File: src/rtl/gap_pkg.sv
// gap_pkg: shared FSM state type and width helper for the gap scheduler
package gap_pkg;
  typedef enum logic {eACCUM, eDRAIN} state_e;
  function automatic int clog2_min1(input int n);
    return (n > 1) ? $clog2(n) : 1;
  endfunction
endpackage

File: src/rtl/safe_alu.sv
// safe_alu: saturating signed Qm.n multiply (truncated toward -inf) or add
module safe_alu #(
  parameter string OPERATION = "add",
  parameter int    WORD_SIZE = 16,
  parameter int    N_SIZE    = 8
) (
  input  logic signed [WORD_SIZE-1:0] a,
  input  logic signed [WORD_SIZE-1:0] b,
  output logic signed [WORD_SIZE-1:0] y
);
  localparam logic signed [2*WORD_SIZE-1:0] MAXV = {{(WORD_SIZE+1){1'b0}}, {(WORD_SIZE-1){1'b1}}};
  localparam logic signed [2*WORD_SIZE-1:0] MINV = ~MAXV;
  logic signed [2*WORD_SIZE-1:0] aw, bw, r;
  assign aw = a;
  assign bw = b;
  if (OPERATION == "mult") begin : g_mult
    assign r = (aw * bw) >>> N_SIZE;
  end else begin : g_add
    assign r = aw + bw;
  end
  assign y = (r > MAXV) ? MAXV[WORD_SIZE-1:0] : (r < MINV) ? MINV[WORD_SIZE-1:0] : r[WORD_SIZE-1:0];
endmodule

File: src/rtl/gap_scheduler.sv
// gap_scheduler: per-channel global average over INPUT_SIZE steps on one shared multiply-add
module gap_scheduler
  import gap_pkg::*;
#(
  parameter int NUM_CHANNELS = 4,
  parameter int INPUT_SIZE   = 8,
  parameter int WORD_SIZE    = 16,
  parameter int N_SIZE       = 8,
  parameter int MULTIPLIER   = (2 ** N_SIZE) / INPUT_SIZE,
  localparam int CW = clog2_min1(NUM_CHANNELS),
  localparam int SW = clog2_min1(INPUT_SIZE)
) (
  input  logic                        clk_i,
  input  logic                        reset_n_i,
  input  logic                        valid_i,
  output logic                        ready_o,
  input  logic signed [WORD_SIZE-1:0] data_r_i,
  output logic                        valid_o,
  input  logic                        ready_i,
  output logic signed [WORD_SIZE-1:0] data_r_o,
  output logic [CW-1:0]               chan_o
);
  state_e state_r, state_n;
  logic [CW-1:0] chan_r;
  logic [SW-1:0] step_r;
  logic signed [WORD_SIZE-1:0] acc_r [NUM_CHANNELS];
  logic signed [WORD_SIZE-1:0] prod, sum;
  logic in_xfer, out_xfer, last_chan, last_step;
  assign ready_o   = (state_r == eACCUM);
  assign valid_o   = (state_r == eDRAIN);
  assign in_xfer   = valid_i && ready_o;
  assign out_xfer  = valid_o && ready_i;
  assign last_chan = (chan_r == CW'(NUM_CHANNELS - 1));
  assign last_step = (step_r == SW'(INPUT_SIZE - 1));
  assign data_r_o  = acc_r[chan_r];
  assign chan_o    = chan_r;
  safe_alu #(.OPERATION("mult"), .WORD_SIZE(WORD_SIZE), .N_SIZE(N_SIZE)) u_mult (
    .a(data_r_i), .b(WORD_SIZE'(MULTIPLIER)), .y(prod)
  );
  safe_alu #(.OPERATION("add"), .WORD_SIZE(WORD_SIZE), .N_SIZE(N_SIZE)) u_add (
    .a(acc_r[chan_r]), .b(prod), .y(sum)
  );
  always_comb begin
    state_n = (in_xfer && last_chan && last_step) ? eDRAIN :
              (out_xfer && last_chan) ? eACCUM : state_r;
  end
  always_ff @(posedge clk_i or negedge reset_n_i) begin
    if (!reset_n_i) state_r <= eACCUM;
    else            state_r <= state_n;
  end
  // chan_r is shared: it walks channels while accumulating and again while draining
  always_ff @(posedge clk_i or negedge reset_n_i) begin
    if (!reset_n_i) begin
      chan_r <= '0;
      step_r <= '0;
      for (int i = 0; i < NUM_CHANNELS; i++) acc_r[i] <= '0;
    end else if (in_xfer) begin
      acc_r[chan_r] <= (step_r == '0) ? prod : sum;
      chan_r        <= last_chan ? '0 : chan_r + 1'b1;
      if (last_chan) step_r <= last_step ? '0 : step_r + 1'b1;
    end else if (out_xfer) begin
      chan_r <= last_chan ? '0 : chan_r + 1'b1;
    end
  end
endmodule

File: config.mk
export PLATFORM = sky130hd
export DESIGN_NAME = gap_scheduler
export DESIGN_NICKNAME = d
export VERILOG_FILES = /design/src/rtl/gap_pkg.sv /design/src/rtl/safe_alu.sv /design/src/rtl/gap_scheduler.sv
export SDC_FILE = /design/constraint.sdc
export NUM_CORES = 1
export LEC_CHECK = 0
export BUFFER_PORTS_ARGS = -buffer_cell sky130_fd_sc_hd__clkbuf_2
export CORE_MARGIN = 2
export CORE_UTILIZATION = 45
export CTS_CLUSTER_SIZE = 10
export DETAILED_ROUTE_END_ITERATION = 8
export PLACE_DENSITY = 0.7
export SYNTH_ARGS = -nofsm -noshare
export SYNTH_HDL_FRONTEND = slang
export SYNTH_SLANG_ARGS = --single-unit
File: constraint.sdc
create_clock -name clk_i -period 4.75 [get_ports clk_i]
set_clock_uncertainty 0.05 [all_clocks]
set_input_delay 1.425 -clock clk_i [delete_from_list [all_inputs] [get_ports clk_i]]
set_output_delay 1.425 -clock clk_i [all_outputs]
set_load 0.005 [all_outputs]
After elaboration in Yosys (flattened, before gate mapping):

Index checks and enable logic that the tools add are counted.
W data, S select, Z words.

* memories kept: 0
* bits in read-only memories: 0
* latch bits: 0
* bits in writable memories: 0
* logic and storage cells: 47
* bits in registers: 70
* output and inout bits: 20

* magnitude comparators: 6
* muxes and demuxes: 17
* shift-type cells: 0
* reduce and logical (&&, ||, !) cells: 10
* eq/ne operators: 2
* divide/modulo/power cells: 0
* add/subtract/negate cells: 3
* multiply operators: 0
* bitwise gates (word level): 2

Operator list (count)
* $mux W16: 8
* $bwmux W64: 1
* $bmux W16 S2: 1
* $demux W16 S2: 1
* $gt A32 B16 Y1 const B: 1
* $lt A32 B16 Y1 const B: 1
* $add A16 B16 Y17: 1
* $gt A13 B16 Y1 const B: 1
* $lt A13 B16 Y1 const B: 1
* $logic_and A1 B1 Y1: 6
* $mux W2: 3
* $reduce_bool A2 Y1: 2
* $add A3 B1 Y3 const B: 1
* $eq A3 B3 Y1 const B: 1
* $ge A3 B3 Y1 const B: 1
* $logic_not A3 Y1: 1
* $lt A3 B1 Y1 const B: 1
* $mux W3: 1
* $not A2 Y3: 1
* $add A2 B1 Y2 const B: 1
* $eq A2 B2 Y1 const B: 1
* $mux W1: 2
* $reduce_and A2 Y1: 1
* $not A1 Y1: 1

Longest topological paths before layout:

Gate-level depths: netlist of the first run.

* depth in word-level cells: 10
* gate-level depth with buffers: 14
* mapped depth without buffers: 11

Cells and area by module:

Synthesis of the first run repeated with hierarchy kept, for this count alone.

* cells, all modules: 1518
* area total of the unflattened synthesis: 14248.7 µm²

Modules (own cells, without submodules)
* safe_alu (u_mult): area an instance 9846.9 µm², sequential area each 0.0 µm², instances 1, cells each 1092
* gap_scheduler: area an instance 3223.1 µm², sequential area each 1751.7 µm², instances 1, cells each 279
* safe_alu (u_add): area an instance 1178.6 µm², sequential area each 0.0 µm², instances 1, cells each 147

Least setup slack after synthesis of the first run:

Ideal clock, no wire load.

* path type: reg-to-reg
* from: register chan_r[0], in the netlist chan_o[0]
* to: register acc_r[20] (netlist bit)
* stages on the path, launching flop included: 12
* path buffers: 2
* data arrival time: 4.096 ns
* setup slack: 0.462 ns
* period minus slack after synthesis: 4.288 ns
* cell sequence: dfrtp_1 clkbuf_1 clkbuf_1 mux4_2 ha_1 a21o_1 a21o_1 a2111oi_0 o21bai_1 nor4_1 o211ai_1 a31oi_1

* word-level cells in the longest chain between the ends: 10

Ends and longest elaborated chain
* from (decl): line gap_scheduler.sv:24 `logic [CW-1:0] chan_r;`
* from (signal assigned): line gap_scheduler.sv:59 `chan_r <= last_chan ? '0 : chan_r + 1'b1;`
* from (signal assigned): line gap_scheduler.sv:62 `chan_r <= last_chan ? '0 : chan_r + 1'b1;`
* $not A2 Y3 *
* $bmux W16 S2 *
* $mux W16 * (2 in series)
* named net data_r_o[12]: line gap_scheduler.sv:20 `output logic signed [WORD_SIZE-1:0] data_r_o,`
* $add A16 B16 Y17 *: line safe_alu.sv:19 `assign r = aw + bw;`
* $lt A32 B16 Y1: line safe_alu.sv:21 `assign y = (r > MAXV) ? MAXV[WORD_SIZE-1:0] : (r < MINV) ? MINV[WORD_SIZE-1:0] : r[WORD_SIZE-1:0];`
* $mux W16: line safe_alu.sv:21
* $mux W16 *: line safe_alu.sv:21
* $mux W16 *: line gap_scheduler.sv:58 `acc_r[chan_r] <= (step_r == '0) ? prod : sum;`
* $bwmux W64 *: line gap_scheduler.sv:58
* to (signal, indexed assignment): line gap_scheduler.sv:58
* to (decl): line gap_scheduler.sv:26 `logic signed [WORD_SIZE-1:0] acc_r [NUM_CHANNELS];`

The timed path passes the listed nets; every way through them passes the cells marked *. The select of a mux whose other input is x is not followed.
A chain may end at the register's enable or synchronous reset.

Final worst setup path of the first run:

* from: input data_r_i[3]
* to: register acc_r[21] (netlist bit)

* word-level cells in the longest chain between the ends: 9

Ends and longest elaborated chain
* from (decl): line gap_scheduler.sv:17 `input logic signed [WORD_SIZE-1:0] data_r_i,`
* $lt A13 B16 Y1: line safe_alu.sv:21
* $mux W16: line safe_alu.sv:21
* $mux W16 *: line safe_alu.sv:21
* $add A16 B16 Y17: line safe_alu.sv:19
* $lt A32 B16 Y1: line safe_alu.sv:21
* $mux W16 (2 in series): line safe_alu.sv:21
* $mux W16 *: line gap_scheduler.sv:58
* $bwmux W64 *: line gap_scheduler.sv:58

Every way passes the cells marked *; elsewhere a longest branch is shown, timed or not.

==> results of run 1 <==
## Yosys cell counts, types with 2 or more instances
cell	instances	area share (%)
dfrtp_1	70	41
nand2_1	62	5.4
o21ai_0	43	5.0
nor2_1	39	3.4
a31oi_1	27	3.9
a21oi_1	25	2.9
ha_1	25	7.2
clkbuf_1	19	1.6
mux4_2	16	8.3
o31ai_1	14	2.4
inv_1	12	1.0
a21o_1	7	1.2
nand2b_1	7	1.0
o211ai_1	7	1.2
nor2b_1	5	0.72
nor3_1	4	0.46
xnor2_1	4	0.81
a211oi_1	3	0.52
and2_0	3	0.43
and3_1	3	0.43
o211a_1	3	0.69
o21bai_1	3	0.52
or3_1	3	0.43
xor2_1	3	0.61
a2111o_1	2	0.52
a2111oi_0	2	0.41
a211o_1	2	0.41
a221o_1	2	0.46
buf_2	2	0.23
nand3_1	2	0.23
nand4_1	2	0.29
nor4_1	2	0.29
o21a_1	2	0.35
o41ai_1	2	0.41
## worst max-delay path: cells and delay by family
kind | cells | cell delay, ns
buffers and inverters | 4 | 0.57
adder cells (fa/ha/maj) | 2 | 0.62
AO/OA/AOI/OAI | 5 | 1.05
AND/OR/NAND/NOR | 2 | 0.54
## stage by stage
| stage | instance area (µm²) | hold WS, ns |
|---|---|---|
| CTS | 4840 | 0.432 |
| global placement | 4660 | 0.405 |
| global route | 4840 | 0.460 |
| finish | 4840 | 0.430 |
| detailed placement | 4660 | 0.413 |
| floorplan | 4320 | 0.393 |
## metal layers
layer / track usage (%) / wire, µm / vias to the layer above
li1: - / - / 1743
met1: 31.5 / 5130 / 1774
met2: 34.6 / 4900 / 65
met3: 3.42 / 410 / 17
met4: 7.08 / 170 / 0
met5: 0 / 0 / -
## flip-flops by register name, indices dropped and copies added, names as in the netlist
name,count
acc_r,64
step_r,3
chan_o,2
valid_o,1
## path summary, 6_finish.rpt
check	start	endpoint	slack (ns)
max	data_r_i[3]	acc_r[21]	0.76
min	acc_r[58]	acc_r[58]	0.43
max reg2reg	chan_o[0]	acc_r[20]	0.86
min reg2reg	acc_r[58]	acc_r[58]	0.43
max in group asynchronous	reset_n_i	acc_r[11]	2.61
min in group asynchronous	reset_n_i	acc_r[7]	1.03
## layout make-up
| class | instances | share of cell area, % |
|---|---|---|
| Multi-Input combinational cell | 344 | 50.4 |
| Sequential cell | 70 | 36.2 |
| Timing Repair Buffer | 47 | 5.43 |
| Tap cell | 129 | 3.33 |
| Clock buffer | 9 | 2.56 |
| Clock inverter | 7 | 1.16 |
| Inverter | 12 | 0.930 |
## kinds of logic after synthesis
kind of cell	count (synthesis)	share of synthesized area [%]
adder cells (fa/ha/maj)	26	7.70
flip-flops	70	40.5
buffers and inverters	34	3.01
AND/OR/NAND/NOR	137	14.3
AO/OA/AOI/OAI	157	24.5
multiplexers	17	8.60
XOR/XNOR	7	1.42
## placed cells by master (no fill, tap or decap), types with 4 or more instances in the layout
cell and n:
buf_4 11, a31oi_1 27, nor3_1 4, o211ai_1 7
clkbuf_8 9, nor2b_1 5, a21oi_1 25, o31ai_1 14
a21o_1 7, xnor2_1 4, clkinvlp_4 4, ha_1 25
clkbuf_2 35, nand2b_1 7, dfrtp_1 70, inv_1 12
o21ai_0 43, nand2_1 62, mux4_2 16, nor2_1 39
==> results_dict.tcl, run 1 <==
set metrics [dict create \
    postRouteAntennaNets 0 \
    diodes 0 \
    syn_inst 448 \
    ys_warn_count 0 \
    initial_core_util_pct 46.6 \
    drt_pass1_iterations 4 \
    cp.arrival_ns 4.21 \
    track_usage_pct 22.0 \
    start_kind "primary input" \
    layout_setup_ws_ns 0.763 \
    tightest_slew_ns 0.910 \
    finalMaxSlewViolations 0 \
    via_per_inst 5.82 \
    numPortBuffers 36 \
    cp_slowest_cell "fa_1" \
    fp-row-count 35 \
    antenna_found_initial 0 \
    period_share_pct 83.9 \
    worstHoldPathType "reg -> reg" \
    syn_area_per_cell_um2 9.65 \
    hold_depth 2 \
    async_reset_ff_share_pct 100 \
    die_h_um 102 \
    htree_levels 3 \
    postLayoutCoreUtil_pct 52.2 \
    clock_sinks 70 \
    maxCapViolCount 0 \
    crit_top_cell "buf_4" \
    initialDrtViolationCount 272 \
    pre_cts_ws_ns 0.384 \
    synth-seq-cells 70 \
    syn_to_final_growth_pct 12.0 \
    syn_nets 494 \
    ioPinCount 40 \
    fin_setup_tns_ns 0 \
    dieArea_mm2 0.0104 \
    cp-end-kind "flop" \
    reg2regPathDepth 11 \
    grt_first_pass_wirelength_mm 17.7 \
    crit_chain "clkbuf_2 > ha_1 > inv_1 > fa_1 > nor2b_1 > o31ai_1 > a211oi_1 > o2bb2ai_2 > buf_4 > nor4_1 > buf_4 > o211ai_1 > a31oi_1" \
    grt_max_degree 43 \
    yosysSeqAreaShare_pct 40.5 \
    post-route-min-period_ns 3.99 \
    status "finished clean" \
    synth_cell_types 55 \
    grt_pass1_vias 3515 \
    clk_pin_slew_ns 0.08 \
    route.detailed.drc 0 \
    nFillCells 891 \
    cts_setup_buffers 0 \
    gp_congestion 0.940 \
    cpPeakStageDelay_ns 0.41 \
    ys.flop_type "dfrtp_1" \
    cts_buffers 9 \
    synth_edf_count 0 \
    seqCellArea_mm2 0.00175 \
    die_w_um 102 \
    grt_overflow 0 \
    clock_path_buffers 2 \
    critPathMaxFanout 9 \
    timing.fmax_mhz 251 \
    clock_latency_ns 0.35 \
    cts_tree "done" \
    final_cells 618 \
    hold_viol_final 0 \
    wirelength_mm 10.6 \
    placed_cells 602 \
    core-area_mm2 0.00928 \
    finalNetCount 530 \
    multi_input_area_mm2 0.00244 \
    relSlewSlack_pct 39.3 \
    detailed_place_hpwl_mm 7.88 \
    rsz0062_at_grt "no" \
    avgRoutedWirePerCell_um 17.2 \
    netlist_area_mm2 0.00432 \
    path_class "in -> reg" \
    cp.required_ns 4.97 \
    vias 3599 \
    drive_above_1_share_pct 18.0 \
    ctsHoldBuffers 0 \
    root_buffer "clkbuf_8" \
    setup_viol_count_final 0 \
    cts_resized 0 \
]
Power of run 1 is not shown: default switching activity piles up to over one toggle a cycle in this logic, so the estimate is an artifact.
==> run 2, diff against run 1 <==
--- a/config.mk
+++ b/config.mk
@@ -10,7 +10,7 @@
 export CORE_UTILIZATION = 45
 export CTS_CLUSTER_SIZE = 10
 export DETAILED_ROUTE_END_ITERATION = 8
-export PLACE_DENSITY = 0.7
+export PLACE_DENSITY = 0.73
 export SYNTH_ARGS = -nofsm -noshare
 export SYNTH_HDL_FRONTEND = slang
 export SYNTH_SLANG_ARGS = --single-unit
==> constraint.sdc (replaced) <==
create_clock -name clk_i -period 3.4 [get_ports clk_i]
set_clock_uncertainty 0.05 [all_clocks]
set_input_delay 1.02 -clock clk_i [delete_from_list [all_inputs] [get_ports clk_i]]
set_output_delay 1.02 -clock clk_i [all_outputs]
set_load 0.005 [all_outputs]
==> results_dict.tcl, run 2 (synthesis results as in run 1) <==
set metrics [dict create \
    nFillCells 696 \
    clock_latency_ns 0.36 \
    multi_input_area_mm2 0.00295 \
    antenna_found_initial 0 \
    reg2regPathDepth 13 \
    hold_viol_final 0 \
    final_common_cell "buf_4" \
    reg2reg_to "acc_r[22]" \
    gp_congestion 0.912 \
    root_buffer "clkbuf_8" \
    largest_register "acc_r" \
    relSlewSlack_pct 48.5 \
    die_h_um 102 \
    diodes 0 \
    avgRoutedWirePerCell_um 19.5 \
    r2r_start "chan_o[0]" \
    syn_to_final_growth_pct 41.4 \
    start_kind "flop" \
    layout_setup_ws_ns -0.0765 \
    grt_first_pass_wirelength_mm 20.6 \
    cts_tree "done" \
    tightest_slew_ns 0.773 \
    core-area_mm2 0.00928 \
    finalNetCount 612 \
    status "finished, violations left" \
    critPathMaxFanout 6 \
    cts_buffers 9 \
    maxCapViolCount 0 \
    worstHoldEndpoint "acc_r[23]" \
    initialDrtViolationCount 320 \
    dieArea_mm2 0.0104 \
    grt_pass1_vias 4067 \
    largest_register_ffs 64 \
    cp-end-kind "flop" \
    initial_core_util_pct 46.6 \
    cp.arrival_ns 3.69 \
    seqCellArea_mm2 0.00175 \
    drt_pass1_iterations 5 \
    rsz0062_at_grt "yes" \
    htree_levels 3 \
    clock_path_buffers 2 \
    reg2reg_slack_ns -0.08 \
    track_usage_pct 25.8 \
    wirelength_mm 13.7 \
    setup_viol_count_final 35 \
    detailed_place_hpwl_mm 8.81 \
    route.detailed.drc 0 \
    numPortBuffers 36 \
    cp.required_ns 3.61 \
    vias 4231 \
    post-route-min-period_ns 3.48 \
    path_class "reg -> reg" \
    clock_sinks 70 \
    drive_above_1_share_pct 40.6 \
    violations "setup timing" \
    worstHoldPathType "reg -> reg" \
    min_from "acc_r[23]" \
    die_w_um 102 \
    pre_cts_ws_ns -0.357 \
    via_per_inst 6.04 \
    ioPinCount 40 \
    grt_overflow 0 \
    timing.fmax_mhz 288 \
    postRouteAntennaNets 0 \
    period_share_pct 102 \
    clk_pin_slew_ns 0.08 \
    grt_max_degree 35 \
    finalMaxSlewViolations 0 \
    hold_depth 2 \
    layout_common_cells "72 x buf_4, 69 x dfrtp_1, 60 x nand2_1" \
    fp-row-count 35 \
]
==> run 2: cell count changes in the layout (fill, tap and decap cells not counted), sizes merged <==
cell | before | now
clkbuf | 44 | 46
inv | 15 | 12
buf | 12 | 94
clkinv | 0 | 1
bufinv | 0 | 1
clkinvlp | 4 | 3
==> run 2: cell type report <==
type	count	share of cell area [%]
Sequential cell	70	28.7
Tap cell	129	2.64
Clock inverter	5	0.941
Inverter	12	0.778
Multi-Input combinational cell	344	48.3
Clock buffer	11	2.48
Timing Repair Buffer	129	16.2
==> run 2: timing repair <==
item,in CTS,in global routing
resized for setup,44,66
gates cloned,1,0
endpoints found under the hold margin,0,0
endpoints found under the setup margin,60,64
hold buffers,0,0
setup buffers,13,14
pin swaps,30,47
==> run 2: critical path, stage by stage, from the launching register on <==
cell and delay [ns]:
dfrtp_2 0.40, buf_12 0.15, buf_12 0.13, mux4_2 0.54
ha_4 0.31, buf_6 0.10, o21a_1 0.18, o31ai_4 0.11
a211oi_2 0.22, buf_4 0.15, o2bb2ai_4 0.11, nor4_4 0.43
o211ai_1 0.24, a31oi_1 0.27
==> run 2: worst max-delay path by stage <==
stage / depth (start not counted) / to / from
CTS: 13 / acc_r[22] / chan_o[0]
global route: 13 / acc_r[10] / chan_o[0]
floorplan: 11 / acc_r[20] / chan_o[0]
detailed placement: 9 / acc_r[22] / data_r_i[4]
finish: 13 / acc_r[22] / chan_o[0]
global placement: 9 / acc_r[22] / data_r_i[4]
==> run 2: metal layers <==
metal | share of wire (%) | track usage, % | wire length [µm] | vias to the layer above
met5 | 0 | 0 | 0 | -
met2 | 49 | 40.0 | 6700 | 178
met1 | 41 | 35.0 | 5600 | 2068
li1 | - | - | - | 1918
met3 | 5.4 | 4.72 | 740 | 67
met4 | 4.7 | 13.1 | 643 | 0
==> run 2: stage by stage <==
step	setup TNS [ns]	instances	utilization, %	hold WS [ns]	instance area [µm²]
finish	-0.898	700	65.9	0.438	6110
global route	-6.68	700	65.9	0.455	6110
CTS	-3.26	689	62.4	0.435	5790
detailed placement	-11.41	660	56.5	0.417	5250
global placement	-7.73	660	56.5	0.405	5250
floorplan	0	448	-	0.393	4470
Power of run 2 is left out for the same reason.
==> run 3, diff against run 2 <==
--- a/config.mk
+++ b/config.mk
@@ -5,12 +5,13 @@
 export SDC_FILE = /design/constraint.sdc
 export NUM_CORES = 1
 export LEC_CHECK = 0
+export ABC_AREA = 1
 export BUFFER_PORTS_ARGS = -buffer_cell sky130_fd_sc_hd__clkbuf_2
 export CORE_MARGIN = 2
 export CORE_UTILIZATION = 45
 export CTS_CLUSTER_SIZE = 10
 export DETAILED_ROUTE_END_ITERATION = 8
-export PLACE_DENSITY = 0.73
+export PLACE_DENSITY_LB_ADDON = 0.08
 export SYNTH_ARGS = -nofsm -noshare
 export SYNTH_HDL_FRONTEND = slang
 export SYNTH_SLANG_ARGS = --single-unit
==> results_dict.tcl, run 3 <==
set metrics [dict create \
    cts_setup_buffers 0 \
    yosys-top-cells-count "234 x nand2_1, 70 x dfrtp_1, 55 x nand3_1" \
    netlist.area_leader.share_pct 38.0 \
    pre_cts_ws_ns -0.0289 \
    setup_viol_count_final 0 \
    grt_max_degree 71 \
    relSlewSlack_pct 46.0 \
    synth_edf_count 0 \
    cts_tree "done" \
    grt_pass1_vias 4033 \
    maxCapViolCount 0 \
    reg2regPathDepth 15 \
    status "finished clean" \
    ctsHoldBuffers 0 \
    ys.flop_type "dfrtp_1" \
    gp_congestion 0.897 \
    path_class "reg -> reg" \
    worstHoldPathType "reg -> reg" \
    worstHoldEndpoint "acc_r[50]" \
    start_kind "flop" \
    clock_sinks 70 \
    grt.met2_usage_pct 38.0 \
    root_buffer "clkbuf_8" \
    largest_register "acc_r" \
    grt_overflow 0 \
    via_per_inst 5.27 \
    cp.arrival_ns 3.28 \
    die_w_um 105 \
    yosysSeqAreaShare_pct 38.0 \
    layout_setup_ws_ns 0.296 \
    clock_latency_ns 0.37 \
    synth-seq-cells 70 \
    finalMaxSlewViolations 0 \
    numPortBuffers 36 \
    cp-end-kind "flop" \
    initial_core_util_pct 46.7 \
    avgRoutedWirePerCell_um 15.9 \
    nFillCells 1009 \
    yosysTopAreaCell "dfrtp_1" \
    clock_path_buffers 2 \
    largest_register_ffs 64 \
    clk_pin_slew_ns 0.08 \
    syn_inst 637 \
    syn_to_final_growth_pct 11.6 \
    period_share_pct 91.3 \
    syn_area_per_cell_um2 7.24 \
    wirelength_mm 13.0 \
    ioPinCount 40 \
    diodes 0 \
    critPathMaxFanout 12 \
    min_from "acc_r[50]" \
    post-route-min-period_ns 3.10 \
    cp.required_ns 3.58 \
    tightest_slew_ns 0.805 \
    cts_buffers 9 \
    grt_first_pass_wirelength_mm 21.2 \
    rsz0062_at_grt "no" \
    async_reset_ff_share_pct 100 \
    postRouteAntennaNets 0 \
    vias 4300 \
    ys_warn_count 0 \
    dieArea_mm2 0.0111 \
    htree_levels 3 \
    hold_depth 2 \
    core-area_mm2 0.00986 \
    yosysMostFrequentCell "nand2_1" \
    whs_ns 0.432 \
    drt_pass1_iterations 5 \
    netlist_area_mm2 0.00461 \
    final_common_cell "nand2_1" \
    postLayoutCoreUtil_pct 52.2 \
    reg2reg_slack_ns 0.30 \
    drive_above_1_share_pct 16.3 \
    syn_nets 683 \
    route.detailed.drc 0 \
    hold_viol_final 0 \
    synth_area_leaders "dfrtp_1 38%, nand2_1 19%, ha_1 6.8%" \
    grt_most_used_layer "met2" \
    track_usage_pct 24.7 \
    antenna_found_initial 0 \
    reg2reg_to "acc_r[15]" \
    finalNetCount 724 \
    grtUsageMet3_pct 3.83 \
    met1_usage_pct 35.4 \
    timing.fmax_mhz 322 \
    r2r_start "chan_o[0]" \
    die_h_um 105 \
    fp-row-count 36 \
    synth_cell_types 34 \
    fin_setup_tns_ns 0 \
    initialDrtViolationCount 235 \
    layout_common_cells "234 x nand2_1, 69 x dfrtp_1, 55 x nand3_1" \
    detailed_place_hpwl_mm 8.79 \
]
run 3: changes by cell type in the layout (fill, tap and decap cells not counted), moves of 14 or more:
cell / change
a31oi_1: -27
buf_4: -57
buf_6: -17
inv_1: +36
mux4_2: -16
nand2_1: +174
nand2_2: +27
nand3_1: +53
o21ai_0: +24
o21ai_1: -15
o22ai_1: +14
run 3: what timing repair did:
item	in CTS	in global routing
endpoints found under the hold margin	0	0
gates resized for setup	1	5
setup endpoints to repair	24	64
run 3: worst max-delay path by stage:
stage	startpoint	endpoint	slack, ns	cells past startpoint
2_1_floorplan	chan_o[0]	acc_r[26]	0.28	19
3_3_place_gp	chan_o[0]	acc_r[61]	-0.02	16
3_5_place_dp	chan_o[0]	acc_r[13]	-0.03	16
4_1_cts	chan_o[0]	acc_r[13]	0.07	16
5_1_grt	chan_o[0]	acc_r[27]	0.01	19
6_report	chan_o[0]	acc_r[15]	0.30	15
run 3: per-stage QoR:
stage               instances  cell area, µm²
floorplan                 637            4610
global placement          800            4940
detailed placement        800            4940
finish                    816            5150
global route              816            5150
CTS                       816            5130
run 3: cell families after synthesis:
logic type | Yosys count | share of synthesized area, %
AND/OR/NAND/NOR | 381 | 35.7
AO/OA/AOI/OAI | 76 | 9.15
buffers and inverters | 73 | 7.82
flip-flops | 70 | 38.0
adder cells (fa/ha/maj) | 26 | 7.22
XOR/XNOR | 11 | 2.09
run 3: critical path: stages, from the launching register on:
cell	delay (ns)
dfrtp_2	0.48
clkinv_2	0.14
buf_4	0.20
o21ai_0	0.09
o22ai_1	0.34
ha_2	0.43
nand2_2	0.09
inv_1	0.04
nand2_1	0.07
nand2_1	0.05
a21oi_1	0.18
nand2_1	0.08
nand2_1	0.07
nand2_2	0.11
o21ai_0	0.40
o21ai_0	0.14
run 3: routing by layer:
metal  vias to the layer above  routed length [µm]
met1                      2007                6170
met5                         -                   0
met3                        21                 821
met4                         0                 262
li1                       2122                   -
met2                       150                5720
run 3: layout make-up:
cell class | count | area, µm² | share of cell area [%]
sequential | 70 | 1750 | 34.1
multi-input combinational | 494 | 2520 | 48.9
clock buffer | 11 | 131 | 2.55
inverter | 50 | 189 | 3.67
timing repair buffer | 53 | 333 | 6.47
tap | 133 | 166 | 3.23
clock inverter | 5 | 58.8 | 1.14
Power of run 3 is left out for the same reason.
